===== src/rtl/ours_xm_to_jtag_xfer_sched_pkg.sv =====
// Shared constants and FSM encoding for the XM-to-JTAG transfer scheduler.
package ours_xm_to_jtag_pkg;

    localparam int XM2J_DATA_W = 128;
    localparam int XM2J_RSP_W  = 64;
    localparam int XM2J_SIZE_W = 8;

    // 3-bit scheduler state, kept as plain constants for legacy tooling
    typedef logic [2:0] xm2j_state_t;
    localparam xm2j_state_t ST_IDLE  = 3'd0;
    localparam xm2j_state_t ST_ISSUE = 3'd1;
    localparam xm2j_state_t ST_WAIT  = 3'd2;
    localparam xm2j_state_t ST_RESP  = 3'd3;
    localparam xm2j_state_t ST_LOCK  = 3'd4;

    // A shift length is usable by the engine only when 1..128 bits
    function automatic logic size_ok(input logic [XM2J_SIZE_W-1:0] s);
        return (s != '0) && (s <= 8'd128);
    endfunction

endpackage


===== src/rtl/ours_xm_to_jtag_xfer_sched_if.sv =====
// Requester, response and engine signals of the scheduler grouped in one bundle.
// slave = scheduler side, master = requesters/engine side.
interface ours_xm_to_jtag_xfer_sched_if #(
    parameter int N_REQ     = 2,
    parameter int CODE_SIZE = 4
);
    import ours_xm_to_jtag_pkg::*;

    logic [N_REQ-1:0]             req_vld_i;
    logic [N_REQ-1:0]             req_rdy_o;
    logic [N_REQ*CODE_SIZE-1:0]   req_inst_i;
    logic [N_REQ*XM2J_DATA_W-1:0] req_data_i;
    logic [N_REQ*XM2J_SIZE_W-1:0] req_size_i;
    logic [N_REQ-1:0]             rsp_vld_o;
    logic [XM2J_RSP_W-1:0]        rsp_data_o;
    logic                         rsp_err_o;
    logic                         eng_vld_o;
    logic [CODE_SIZE-1:0]         eng_inst_o;
    logic [XM2J_DATA_W-1:0]       eng_data_o;
    logic [XM2J_SIZE_W-1:0]       eng_size_o;
    logic                         eng_done_i;
    logic [XM2J_RSP_W-1:0]        eng_data_i;
    logic                         err_timeout_o;
    logic                         clr_i;

    modport slave (
        input  req_vld_i, req_inst_i, req_data_i, req_size_i,
        input  eng_done_i, eng_data_i, clr_i,
        output req_rdy_o, rsp_vld_o, rsp_data_o, rsp_err_o,
        output eng_vld_o, eng_inst_o, eng_data_o, eng_size_o, err_timeout_o
    );

    modport master (
        output req_vld_i, req_inst_i, req_data_i, req_size_i,
        output eng_done_i, eng_data_i, clr_i,
        input  req_rdy_o, rsp_vld_o, rsp_data_o, rsp_err_o,
        input  eng_vld_o, eng_inst_o, eng_data_o, eng_size_o, err_timeout_o
    );

endinterface


===== src/rtl/ours_xm_to_jtag_xfer_sched_rr_arb.sv =====
// Combinational rotate-priority arbiter: search starts one past ptr_i and wraps.
module ours_xm_to_jtag_rr_arb #(
    parameter int N_REQ = 2,
    parameter int IDX_W = 1
) (
    input  logic [N_REQ-1:0] req_i,
    input  logic [IDX_W-1:0] ptr_i,
    output logic [N_REQ-1:0] gnt_o,
    output logic [IDX_W-1:0] idx_o,
    output logic             any_o
);

    function automatic logic [IDX_W-1:0] wrap_idx(input logic [IDX_W-1:0] p, input int off);
        int k;
        k = int'(p) + off;
        if (k >= N_REQ) k = k - N_REQ;
        return IDX_W'(k);
    endfunction

    // First requester found after the pointer wins
    always_comb begin
        gnt_o = '0;
        idx_o = '0;
        any_o = 1'b0;
        for (int i = 1; i <= N_REQ; i++) begin
            if (!any_o && req_i[wrap_idx(ptr_i, i)]) begin
                any_o                      = 1'b1;
                idx_o                      = wrap_idx(ptr_i, i);
                gnt_o[wrap_idx(ptr_i, i)]  = 1'b1;
            end
        end
    end

endmodule


===== src/rtl/ours_xm_to_jtag_xfer_sched.sv =====
// Schedules N requesters onto a single JTAG shift engine, one command per grant,
// and routes the captured TDO word back to the granted requester.
// Optional WAIT watchdog and LOCK state: define OURS_XM_TO_JTAG_SCHED_TIMEOUT_EN.
module ours_xm_to_jtag_xfer_sched
    import ours_xm_to_jtag_pkg::*;
#(
    parameter int N_REQ       = 2,
    parameter int CODE_SIZE   = 4,
    parameter int TIMEOUT_CYC = 512
) (
    input  logic                         clk,
    input  logic                         rst_n,
    ours_xm_to_jtag_xfer_sched_if.slave  bus
);

    localparam int IDX_W = (N_REQ > 1) ? $clog2(N_REQ) : 1;

    logic [CODE_SIZE-1:0]   inst_arr [N_REQ];
    logic [XM2J_DATA_W-1:0] data_arr [N_REQ];
    logic [XM2J_SIZE_W-1:0] size_arr [N_REQ];

    // Unpack the flat requester buses into per-requester slices
    genvar gi;
    generate
        for (gi = 0; gi < N_REQ; gi++) begin : g_unpack
            assign inst_arr[gi] = bus.req_inst_i[gi*CODE_SIZE +: CODE_SIZE];
            assign data_arr[gi] = bus.req_data_i[gi*XM2J_DATA_W +: XM2J_DATA_W];
            assign size_arr[gi] = bus.req_size_i[gi*XM2J_SIZE_W +: XM2J_SIZE_W];
        end
    endgenerate

    xm2j_state_t            state_q, state_d;
    logic [IDX_W-1:0]       ptr_q, gidx_q;
    logic [CODE_SIZE-1:0]   inst_q;
    logic [XM2J_DATA_W-1:0] data_q;
    logic [XM2J_SIZE_W-1:0] size_q;
    logic                   err_q;
    logic [XM2J_RSP_W-1:0]  cap_q;

    logic [N_REQ-1:0]       gnt;
    logic [IDX_W-1:0]       gidx;
    logic                   gany;
    logic                   accept;
    logic                   timeout_hit;

    ours_xm_to_jtag_rr_arb #(.N_REQ(N_REQ), .IDX_W(IDX_W)) u_arb (
        .req_i (bus.req_vld_i),
        .ptr_i (ptr_q),
        .gnt_o (gnt),
        .idx_o (gidx),
        .any_o (gany)
    );

    assign accept = (state_q == ST_IDLE) && gany;

`ifdef OURS_XM_TO_JTAG_SCHED_TIMEOUT_EN
    localparam logic [15:0] TO_LAST = 16'(TIMEOUT_CYC - 1);
    logic [15:0] cnt_q;
    logic        err_to_q;
    logic        lock_pend_q;

    assign timeout_hit = (state_q == ST_WAIT) && !bus.eng_done_i && (cnt_q == TO_LAST);
    assign bus.err_timeout_o = err_to_q;

    // WAIT watchdog, sticky timeout flag and the pending LOCK after the error response
    always_ff @(posedge clk or negedge rst_n) begin
        if (!rst_n) begin
            cnt_q       <= '0;
            err_to_q    <= 1'b0;
            lock_pend_q <= 1'b0;
        end else begin
            if (state_q == ST_WAIT) cnt_q <= cnt_q + 16'd1;
            else                    cnt_q <= '0;
            if (bus.clr_i) err_to_q <= 1'b0;
            if (timeout_hit) begin
                err_to_q    <= 1'b1;
                lock_pend_q <= 1'b1;
            end else if (state_q == ST_RESP) begin
                lock_pend_q <= 1'b0;
            end
        end
    end
`else
    logic unused_clr;
    assign unused_clr        = bus.clr_i;
    assign timeout_hit       = 1'b0;
    assign bus.err_timeout_o = 1'b0;
`endif

    // Next-state selection
    always_comb begin
        state_d = state_q;
        case (state_q)
            ST_IDLE:  if (gany) state_d = size_ok(size_arr[gidx]) ? ST_ISSUE : ST_RESP;
            ST_ISSUE: state_d = ST_WAIT;
            ST_WAIT:  if (bus.eng_done_i || timeout_hit) state_d = ST_RESP;
`ifdef OURS_XM_TO_JTAG_SCHED_TIMEOUT_EN
            ST_RESP:  state_d = lock_pend_q ? ST_LOCK : ST_IDLE;
            ST_LOCK:  if (bus.eng_done_i || bus.clr_i) state_d = ST_IDLE;
`else
            ST_RESP:  state_d = ST_IDLE;
`endif
            default:  state_d = ST_IDLE;
        endcase
    end

    // State, grant pointer, latched command and captured response
    always_ff @(posedge clk or negedge rst_n) begin
        if (!rst_n) begin
            state_q <= ST_IDLE;
            ptr_q   <= IDX_W'(N_REQ - 1);
            gidx_q  <= '0;
            inst_q  <= '0;
            data_q  <= '0;
            size_q  <= '0;
            err_q   <= 1'b0;
            cap_q   <= '0;
        end else begin
            state_q <= state_d;
            if (accept) begin
                ptr_q  <= gidx;
                gidx_q <= gidx;
                inst_q <= inst_arr[gidx];
                data_q <= data_arr[gidx];
                size_q <= size_arr[gidx];
                err_q  <= !size_ok(size_arr[gidx]);
                cap_q  <= '0;
            end else if (state_q == ST_WAIT && bus.eng_done_i) begin
                cap_q  <= bus.eng_data_i;
            end else if (timeout_hit) begin
                cap_q  <= '0;
                err_q  <= 1'b1;
            end
        end
    end

    assign bus.req_rdy_o  = accept ? gnt : '0;
    assign bus.eng_vld_o  = (state_q == ST_ISSUE);
    assign bus.eng_inst_o = inst_q;
    assign bus.eng_data_o = data_q;
    assign bus.eng_size_o = size_q;
    assign bus.rsp_vld_o  = (state_q == ST_RESP) ? (N_REQ'(1) << gidx_q) : '0;
    assign bus.rsp_data_o = (state_q == ST_RESP) ? cap_q : '0;
    assign bus.rsp_err_o  = (state_q == ST_RESP) && err_q;

endmodule


===== src/flat_wrapper.sv =====
// flat-port wrapper written by rule: the top's interface ports become plain ports
module ours_xm_to_jtag_xfer_sched_flat import ours_xm_to_jtag_pkg::*;
#(
    parameter int N_REQ       = 2,
    parameter int CODE_SIZE   = 4,
    parameter int TIMEOUT_CYC = 512
)
  (clk, rst_n, bus_req_vld_i, bus_req_inst_i, bus_req_data_i, bus_req_size_i, bus_eng_done_i, bus_eng_data_i, bus_clr_i, bus_req_rdy_o, bus_rsp_vld_o, bus_rsp_data_o, bus_rsp_err_o, bus_eng_vld_o, bus_eng_inst_o, bus_eng_data_o, bus_eng_size_o, bus_err_timeout_o);
  ours_xm_to_jtag_xfer_sched_if #(.N_REQ(N_REQ), .CODE_SIZE(CODE_SIZE)) bus_i ();
  input  logic clk;
  input  logic rst_n;
  input wire logic [$bits(bus_i.req_vld_i)-1:0] bus_req_vld_i;
  input wire logic [$bits(bus_i.req_inst_i)-1:0] bus_req_inst_i;
  input wire logic [$bits(bus_i.req_data_i)-1:0] bus_req_data_i;
  input wire logic [$bits(bus_i.req_size_i)-1:0] bus_req_size_i;
  input wire logic [$bits(bus_i.eng_done_i)-1:0] bus_eng_done_i;
  input wire logic [$bits(bus_i.eng_data_i)-1:0] bus_eng_data_i;
  input wire logic [$bits(bus_i.clr_i)-1:0] bus_clr_i;
  output wire logic [$bits(bus_i.req_rdy_o)-1:0] bus_req_rdy_o;
  output wire logic [$bits(bus_i.rsp_vld_o)-1:0] bus_rsp_vld_o;
  output wire logic [$bits(bus_i.rsp_data_o)-1:0] bus_rsp_data_o;
  output wire logic [$bits(bus_i.rsp_err_o)-1:0] bus_rsp_err_o;
  output wire logic [$bits(bus_i.eng_vld_o)-1:0] bus_eng_vld_o;
  output wire logic [$bits(bus_i.eng_inst_o)-1:0] bus_eng_inst_o;
  output wire logic [$bits(bus_i.eng_data_o)-1:0] bus_eng_data_o;
  output wire logic [$bits(bus_i.eng_size_o)-1:0] bus_eng_size_o;
  output wire logic [$bits(bus_i.err_timeout_o)-1:0] bus_err_timeout_o;
  assign bus_i.req_vld_i = bus_req_vld_i;
  assign bus_i.req_inst_i = bus_req_inst_i;
  assign bus_i.req_data_i = bus_req_data_i;
  assign bus_i.req_size_i = bus_req_size_i;
  assign bus_i.eng_done_i = bus_eng_done_i;
  assign bus_i.eng_data_i = bus_eng_data_i;
  assign bus_i.clr_i = bus_clr_i;
  assign bus_req_rdy_o = bus_i.req_rdy_o;
  assign bus_rsp_vld_o = bus_i.rsp_vld_o;
  assign bus_rsp_data_o = bus_i.rsp_data_o;
  assign bus_rsp_err_o = bus_i.rsp_err_o;
  assign bus_eng_vld_o = bus_i.eng_vld_o;
  assign bus_eng_inst_o = bus_i.eng_inst_o;
  assign bus_eng_data_o = bus_i.eng_data_o;
  assign bus_eng_size_o = bus_i.eng_size_o;
  assign bus_err_timeout_o = bus_i.err_timeout_o;
  ours_xm_to_jtag_xfer_sched #(.N_REQ(N_REQ), .CODE_SIZE(CODE_SIZE), .TIMEOUT_CYC(TIMEOUT_CYC)) u_core (.clk(clk), .rst_n(rst_n), .bus(bus_i));
endmodule

===== config.mk =====
export PLATFORM = sky130hd
export DESIGN_NAME = ours_xm_to_jtag_xfer_sched_flat
export DESIGN_NICKNAME = d
export VERILOG_FILES = /design/src/rtl/ours_xm_to_jtag_xfer_sched_pkg.sv /design/src/rtl/ours_xm_to_jtag_xfer_sched_if.sv /design/src/rtl/ours_xm_to_jtag_xfer_sched_rr_arb.sv /design/src/rtl/ours_xm_to_jtag_xfer_sched.sv /design/src/flat_wrapper.sv
export SDC_FILE = /design/constraint.sdc
export NUM_CORES = 1
export LEC_CHECK = 0
export ABC_AREA = 1
export CAP_MARGIN = 30
export CORE_AREA = 3 3 216 218
export DETAILED_ROUTE_END_ITERATION = 12
export DIE_AREA = 0 0 219 221
export DONT_BUFFER_PORTS = 1
export MAX_ROUTING_LAYER = met4
export SLEW_MARGIN = 5
export SYNTH_ARGS = -nofsm -noshare
export SYNTH_HDL_FRONTEND = slang
export SYNTH_HIERARCHICAL = 1
export SYNTH_SLANG_ARGS = --single-unit

===== constraint.sdc =====
create_clock -name clk -period 1.7 [get_ports clk]
set_clock_uncertainty 0.05 [all_clocks]
set_input_delay 0.34 -clock clk [delete_from_list [all_inputs] [get_ports clk]]
set_output_delay 0.34 -clock clk [all_outputs]
set_load 0.01 [all_outputs]

==> run summary, run 1 <==
The final design utilization came out at about two fifths. The xor-xnor portion of the synthesized cell area is 0%. After detailed routing, the number of remaining DRC violations is 0. The total congestion overflow came out at 0.

Power spread over the standard cell area amounts to about 1600 nW/um^2. Timing would allow up to approximately 480 MHz. The worst setup path is captured at an output port. The critical path launch point is u_core/state_q[0]. In this run the count of I/O pins placed on the die edge is 561. The worst hold slack is -0.549 ns. The compound-gate portion of the synthesized area came out at ~14%. The share of final-layout standard cells stronger than drive strength 1 came out at about a quarter.

The average footprint of a synthesized cell is roughly 7.8 um^2. Traced cell by cell, the critical path runs through buf_6 -> ha_4 -> buf_6 -> clkbuf_16 -> nand2_1 -> inv_2. Counting flops and latches in the post-synthesis netlist gives 209.

The global-route wire length before repair is between 60000 and 70000 um. The run finished, with violations left. The synthesized netlist cell count is 1273. The sequential cell area fraction in the yosys report came out at around 53%. The number of max-cap violations came out at 0. The simple-gate share of the synthesized area is about a quarter. In this run the horizontal extent of the chip is ~220 um. Of the total synthesized cell area, the portion taken by full adders, half adders and majority gates is less than 1%. Across the whole layout, storage elements account for 5230 um^2.

The clock slew at the register clock pins of the worst setup and hold paths came out at 0.06 ns. The initial cell density of the core is between 20% and 30%. The worst register-to-register path begins at u_core/state_q[1]. After detailed routing, the average wire length per cell comes to roughly 23 um. The number of pins with negative max-slew slack in the final report was 0. The count of input and output buffers came out at 0.

The clock tree buffer depth is 3. The site row count came out at between 70 and 80. The CTS tree is done. The biggest fanout along the worst timing path is 6.

The netlist area before placement is between 9000 and 10000 um^2. The area of the core is between 40000 and 50000 um^2. The die height came out at about 220 um. The relative max-transition margin is roughly two thirds.

The data arrival time of the critical path is around 1.7 ns. The final weighted congestion in routability-driven placement came out at between 0.8 and 0.9. The largest stage delay on the critical path is 0.39 ns.

The layout net count came out at 1985. During synthesis, Yosys emitted a total of 6 warnings. In the layout the commonest cells are sky130_fd_sc_hd__dlygate4sd3_1, sky130_fd_sc_hd__dfrtp_1, sky130_fd_sc_hd__a21oi_1, sky130_fd_sc_hd__nand2_1, sky130_fd_sc_hd__nor2_1.

The level count of the clock H-tree is 1. The number of global-route vias before repair came to between 10000 and 15000. By area, the combinational part of the netlist is dominated by simple AND/OR/NAND/NOR gates. The final period demand of the worst path is ~2.1 ns. The total clock buffers created by CTS came out at 24. The relative area change from synthesis to final layout came out at 73.6%. The total length of routed wires came out at just over 50000 um.

The number of nets produced by synthesis is between 1500 and 2000. The final worst-path cycle share came out at 123%. Leaving out fill and tap cells, the most frequent cell in the layout is sky130_fd_sc_hd__dlygate4sd3_1. The number of sinks driven by the clock tree came out at ~210.

In this run, the number of DRC markers left after iteration 0 of detailed routing was ~1400. The total die area is approximately 48000 um^2. The total area of multi-input combinational cells came out at 5120 um^2. Setup repair after global routing could not meet its margin everywhere. The buffer and inverter count on the worst path is 4. VDD sags by at most 0.936 mV. The slew of the pin with the lowest slew margin is 0.516 ns. Setup slack on the critical path of the routed design comes to -0.384 ns. In this run the worst hold path is classified as in -> async. Across every metal layer, demand over resource in global routing totals 17.4%. Summing over every cut layer, the via total after detailed routing is 11701.

The final-layout fill cell count is about 4100. The worst-path cell with the longest stage delay is sky130_fd_sc_hd__dfrtp_1. The detail-routed via count per cell is 5.20.

With fillers left out, the area of the finished cells amounts to 17200 um^2. Counting stages on the worst path, the most repeated cell is sky130_fd_sc_hd__buf_6. The required time of the critical path is between 1 and 1.5 ns. The first detailed-routing pass took 6 iterations. The total setup violations reported at the end of the flow came out at between 100 and 150. The pin count of the biggest net entering global routing is 210.

In this run the remaining antenna-violating nets after routing total 0. The static power due to leakage is 8.10 nW. The HPWL reported at the end of detailed placement is around 25000 um. The clock tree root driver cell is sky130_fd_sc_hd__clkbuf_16. The kind of cell adding the most delay to the critical path is buffers and inverters.

The clock latency reported for the late side of the worst-skew pair came out at 0.53 ns. The worst setup path is launched from a flip-flop. The number of antenna violations at the first check in global routing is 8.

The distinct cell type count after synthesis is 22. The placed instances occupy a cell area of about 11000 um^2. The critical path is of the reg -> out type. The final number of hold-violating endpoints came out at between 200 and 250. The fraction of synthesized area in multiplexers is 0%. The checks that failed: hold timing, setup timing.
-- final cells by class --
class | count | share of cell area [%]
Inverter | 91 | 2.58
Clock inverter | 4 | 0.116
Antenna cell | 8 | 0.116
Sequential cell | 209 | 30.3
Timing Repair Buffer | 427 | 28.8
Timing Repair inverter | 1 | 0.0508
Tap cell | 600 | 4.36
Clock buffer | 33 | 3.92
Multi-Input combinational cell | 876 | 29.7
-- power breakdown --
group          total (mW)  switching [mW]  leakage (nW)  internal (mW)
logic                12.8            7.61          5.31           5.22
clock network        4.84            2.10         0.345           2.73
registers            10.7            3.26          2.44           7.45
total                28.4            13.0          8.10           15.4
-- cell usage after synthesis, drive strengths merged --
master	count	area share, %
inv	91	3.5
nand3	130	6.6
clkbuf	27	1.0
nand2	321	12
conb	1	0.038
o21ai	11	0.55
dfrtp	208	52
buf	70	3.9
dfstp	1	0.26
nor2	140	5.3
or2	1	0.063
o22ai	1	0.063
ha	5	0.63
a21oi	266	13
-- state kept, by name, summed over array words and instances (netlist names) --
signal	cells
u_core/err_q	1
u_core/bus.eng_size_o	8
u_core/ptr_q	1
u_core/cap_q	64
u_core/gidx_q	1
u_core/bus.eng_data_o	128
u_core/state_q	2
u_core/bus.eng_inst_o	4
-- worst reg2reg max path, cell delays in order (launching register included) --
cell and delay (ns):
sky130_fd_sc_hd__dfrtp_1 0.38, sky130_fd_sc_hd__inv_1 0.13, sky130_fd_sc_hd__ha_4 0.19, sky130_fd_sc_hd__nand2_8 0.10
sky130_fd_sc_hd__buf_12 0.20, sky130_fd_sc_hd__buf_12 0.21, sky130_fd_sc_hd__a21oi_1 0.44, sky130_fd_sc_hd__a21oi_2 0.11
-- kinds of logic after synthesis --
group,Yosys count
AND/OR/NAND/NOR,592
buffers and inverters,188
flip-flops,209
adder cells (fa/ha/maj),5
AO/OA/AOI/OAI,278
other,1
-- routing by layer --
layer / vias up / part of all wire, % / track usage, %
li1: 4819 / - / -
met4: 0 / 7.5 / 10.6
met5: - / 0 / -
met3: 298 / 11 / 5.41
met2: 1048 / 47 / 28.3
met1: 5536 / 34 / 18.3
-- through the flow --
stage | power, mW | instances | TNS [ns] | setup WS (ns) | hold slack [ns]
after floorplan | 15.5 | 1273 | 0 | 0.0237 | -0.00559
after global placement | 18.2 | 1826 | -0.00572 | -0.00572 | 0.000122
after detailed placement | 18.5 | 1826 | -0.752 | -0.0551 | -0.000306
after CTS | 25.4 | 2211 | -26.29 | -0.399 | -0.585
after global routing | 29.7 | 2248 | -39.32 | -0.462 | -0.567
final | 28.4 | 2249 | -28.23 | -0.384 | -0.549
-- worst paths after layout --
check	end	slack, ns	cells after the start
min in group clk	u_core/bus.eng_size_o[2]	0.05	4
hold / removal	u_core/bus.eng_data_o[52]	-0.55	0
setup reg to reg	u_core/bus.eng_data_o[0]	-0.22	7
setup / recovery	bus_rsp_data_o[9]	-0.38	6
hold reg to reg	u_core/cap_q[22]	0.47	2
max in group asynchronous	u_core/ptr_q	1.85	0
-- repair_timing --
action                                  CTS  global route
resized for setup                       158           328
gates cloned                              9            23
hold buffers                            330             1
hold endpoints to repair                409           210
pin swaps                                 4            78
endpoints found under the setup margin  115           177
buffers inserted                          9            10
No activity file was read; power rests on OpenSTA's default activity.
==> inputs of run 2 (changes only) <==
--- a/config.mk
+++ b/config.mk
@@ -7,9 +7,9 @@
 export LEC_CHECK = 0
 export ABC_AREA = 1
 export CAP_MARGIN = 30
-export CORE_AREA = 3 3 216 218
+export CORE_AREA = 2 2 221 223
 export DETAILED_ROUTE_END_ITERATION = 12
-export DIE_AREA = 0 0 219 221
+export DIE_AREA = 0 0 223 225
 export DONT_BUFFER_PORTS = 1
 export MAX_ROUTING_LAYER = met4
 export SLEW_MARGIN = 5
==> run 2 against run 1 <==
Against the previous run:
- the flow still finishes with violations (hold timing, setup timing)
- worst setup slack got worse by 0.0021 ns
- sequential share of layout area rose by 1.8 points
- sequential power barely moved
- critical endpoint is now bus_rsp_data_o[34]
- largest cell class unchanged
- highest routed layer unchanged
==> run summary, run 2 (synthesized netlist as in run 1, its figures left out) <==
The run finished, with violations left. The checks that failed: hold timing, setup timing. The biggest fanout along the worst timing path is 5. In this run the vertical extent of the chip is around 230 um. The number of flip-flops under the largest register name is around 130.

The tool flagged a number of max-cap violations equal to 0. VDD sags by at most a little over 1 mV. Entering global routing, the biggest net connects 210 pins. The total length of routed wires is between 40000 and 50000 um.

The layout net count came out at just under 2000. The root buffer cell chosen for the clock tree is sky130_fd_sc_hd__clkbuf_16. In the final routed layout, each cell accounts on average for approximately 20 um. The HPWL reported at the end of detailed placement is about 24000 um.

On the final layout, the worst hold slack is -0.553 ns. The total setup violations reported at the end of the flow came out at roughly 110. The final period demand of the worst path is 2.09 ns. The analysis attributes to cell leakage a power of 7.69 nW. Including well taps, the total number of placed cells is roughly 1800.

In this run the critical register-to-register path is launched from u_core/state_q[1]. The total clock buffers created by CTS is 25. The final worst-path cycle share came out at 123%. The final weighted congestion in routability-driven placement is around 0.87. The total die area is 50200 um^2. Per report_power, the clock group accounts for 20.4% of the total. The detail-routed via count per cell came out at roughly 5.0. Clock latency on the worst-skew pair, taken at its later pin, is roughly 0.54 ns. The total internal power is between 15 and 20 mW.

The area of the core is approximately 48000 um^2. For this design the top-level I/O count stands at 561. The quantity of hold-fixing buffers added after cts came out at 336. The placement-stage worst setup slack came out at -0.0140 ns. The critical path class is reg -> out. The number of antenna violations at the first check in global routing came out at 4.

The final routed DRC violation total came out at 0. The library cell used most frequently in the layout, excluding fill and tap cells, is sky130_fd_sc_hd__dlygate4sd3_1. The power density over the cells is 1730 nW/um^2.

The share of final-layout standard cells stronger than drive strength 1 is 16.8%. Summing internal, switching and leakage power gives about 28 mW. The number of iterations in the first detailed-routing pass is 6. The level count of the clock H-tree is 1. The internal reg-to-reg setup slack came out at -0.11 ns. Derived from the worst setup path, the maximum achievable clock frequency is 479 MHz. The overall fraction of global-route tracks in use is between 10% and 20%.

The number of standard cells in the layout, taps in and fillers out is between 2000 and 2500. The global-route wire length before repair is about 62000 um. The number of sinks driven by the clock tree came out at about 210.

During placement, the flow inserted port buffers numbering 0. Clock-pin slew was measured on the worst setup and hold paths at approximately 0.060 ns. The die width came out at ~220 um. The number of nets with antenna violations after routing is 0. Setup repair after global routing could not meet its margin everywhere. The final number of hold-violating endpoints came out at approximately 210.

The clock tree buffer depth is 3. The slowest stage of the critical path is the sky130_fd_sc_hd__dfrtp_1 cell. The power share of the sequential group is a little under two fifths. The nature of the critical path endpoint is an output port. The initial cell density of the core came out at between 20% and 30%.

The number of DRC markers after the initial detailed-route iteration is about 1100. The class of the worst hold path is in -> async. The net switching component of the power is between 10 and 15 mW.

The site row count came out at 80. After global routing the overflow that remains totals 0. The least setup slack across all paths after layout came out at -0.386 ns. The critical path goes through buf_6 -> ha_4 -> buf_12 -> buf_16 -> nand2_4 -> inv_2. The kind of start point of the critical path is a flip-flop. The end of the worst register-to-register path is u_core/bus.eng_data_o[27]. Data arrives at the worst endpoint at about 1.7 ns. The relative area change from synthesis to final layout is 63.9%. In this run switching power makes up 43.3% of total power. The number of cells on the worst reg-to-reg path came out at 8. The number of pins with negative max-slew slack in the final report was 0. The combinational fraction of design power is 42.1%. The number of global-route vias before repair is 11232. Leaving out fill and tap cells, the most frequent cells in the layout are sky130_fd_sc_hd__dlygate4sd3_1, sky130_fd_sc_hd__a21oi_1, sky130_fd_sc_hd__nand2_1, sky130_fd_sc_hd__dfrtp_1, sky130_fd_sc_hd__nor2_1. The largest single stage delay on the critical path is approximately 0.35 ns. The CTS tree is done. The routed layout has 11224 vias. The required time of the critical path came out at 1.31 ns.
[run 2: changes by cell type in the layout (fill, tap and decap cells not counted), moves of 13 or more]
| cell | before | now |
|---|---|---|
| sky130_fd_sc_hd__nand2_1 | 172 | 250 |
| sky130_fd_sc_hd__a21oi_2 | 74 | 11 |
| sky130_fd_sc_hd__nand2_4 | 95 | 47 |
| sky130_fd_sc_hd__inv_2 | 34 | 63 |
| sky130_fd_sc_hd__inv_4 | 35 | 3 |
| sky130_fd_sc_hd__buf_12 | 27 | 14 |
| sky130_fd_sc_hd__a21oi_1 | 190 | 254 |
| sky130_fd_sc_hd__nand2_2 | 51 | 22 |
[run 2: cell type report]
type,count,area [um^2]
Antenna cell,7,17.5
Clock buffer,31,678
Clock inverter,12,191
Fill cell,4555,31300
Inverter,91,402
Multi-Input combinational cell,876,4400
Sequential cell,209,5230
Tap cell,615,769
Timing Repair Buffer,408,4580
Timing Repair inverter,1,11.3
[run 2: repair_timing]
action,CTS,global route
setup buffers,6,11
hold endpoints to repair,412,209
cloned,7,13
setup endpoints to repair,71,227
pin swaps,1,14
gates resized for setup,129,109
[run 2: worst max-delay path by stage]
stage                            from  slack, ns            endpoint  cells after the start
global route        u_core/state_q[1]      -0.45  bus_rsp_data_o[34]                      6
CTS                 u_core/state_q[0]      -0.42   bus_rsp_data_o[6]                      5
detailed placement       u_core/ptr_q      -0.01   u_core/state_q[1]                     11
global placement         u_core/ptr_q      -0.03   u_core/state_q[1]                     11
floorplan           u_core/state_q[1]       0.02    bus_req_rdy_o[0]                      7
finish              u_core/state_q[0]      -0.39  bus_rsp_data_o[34]                      6
[run 2: metal layers]
metal / up-vias / track usage (%) / part of all wire (%)
met1: 5312 / 16.5 / 35
met5: - / - / 0
li1: 4794 / - / -
met3: 220 / 4.94 / 11
met2: 898 / 27.5 / 49
met4: 0 / 8.59 / 5.9
[run 2: power groups by stage]
stage | clock (mW) | sequential, mW | combinational (mW)
final | 5.75 | 10.6 | 11.9
after global routing | 6.05 | 10.8 | 12.9
after CTS | 5.91 | 10.4 | 9.89
after detailed placement | 0 | 10.3 | 8.09
after global placement | 0 | 10.3 | 7.77
after floorplan | 0 | 9.45 | 6.02
[run 2: worst max-delay path: cells and delay by family (launching register included)]
family	cells	cell delay, ns
flip-flops	1	0.35
buffers and inverters	4	0.51
adder cells (fa/ha/maj)	1	0.22
AND/OR/NAND/NOR	1	0.05
[run 2: per-stage QoR]
stage                     setup TNS (ns)  hold WS [ns]  instance area, um^2  utilization [%]
final                             -24.34        -0.553                16300             34.2
after global routing              -35.51        -0.584                16300             34.2
after CTS                         -25.58        -0.592                15500             32.6
after detailed placement         -0.0140     -0.000170                10700             22.5
after global placement           -0.0306     -0.000140                10700             22.5
after floorplan                        0      -0.00559                 9960                -
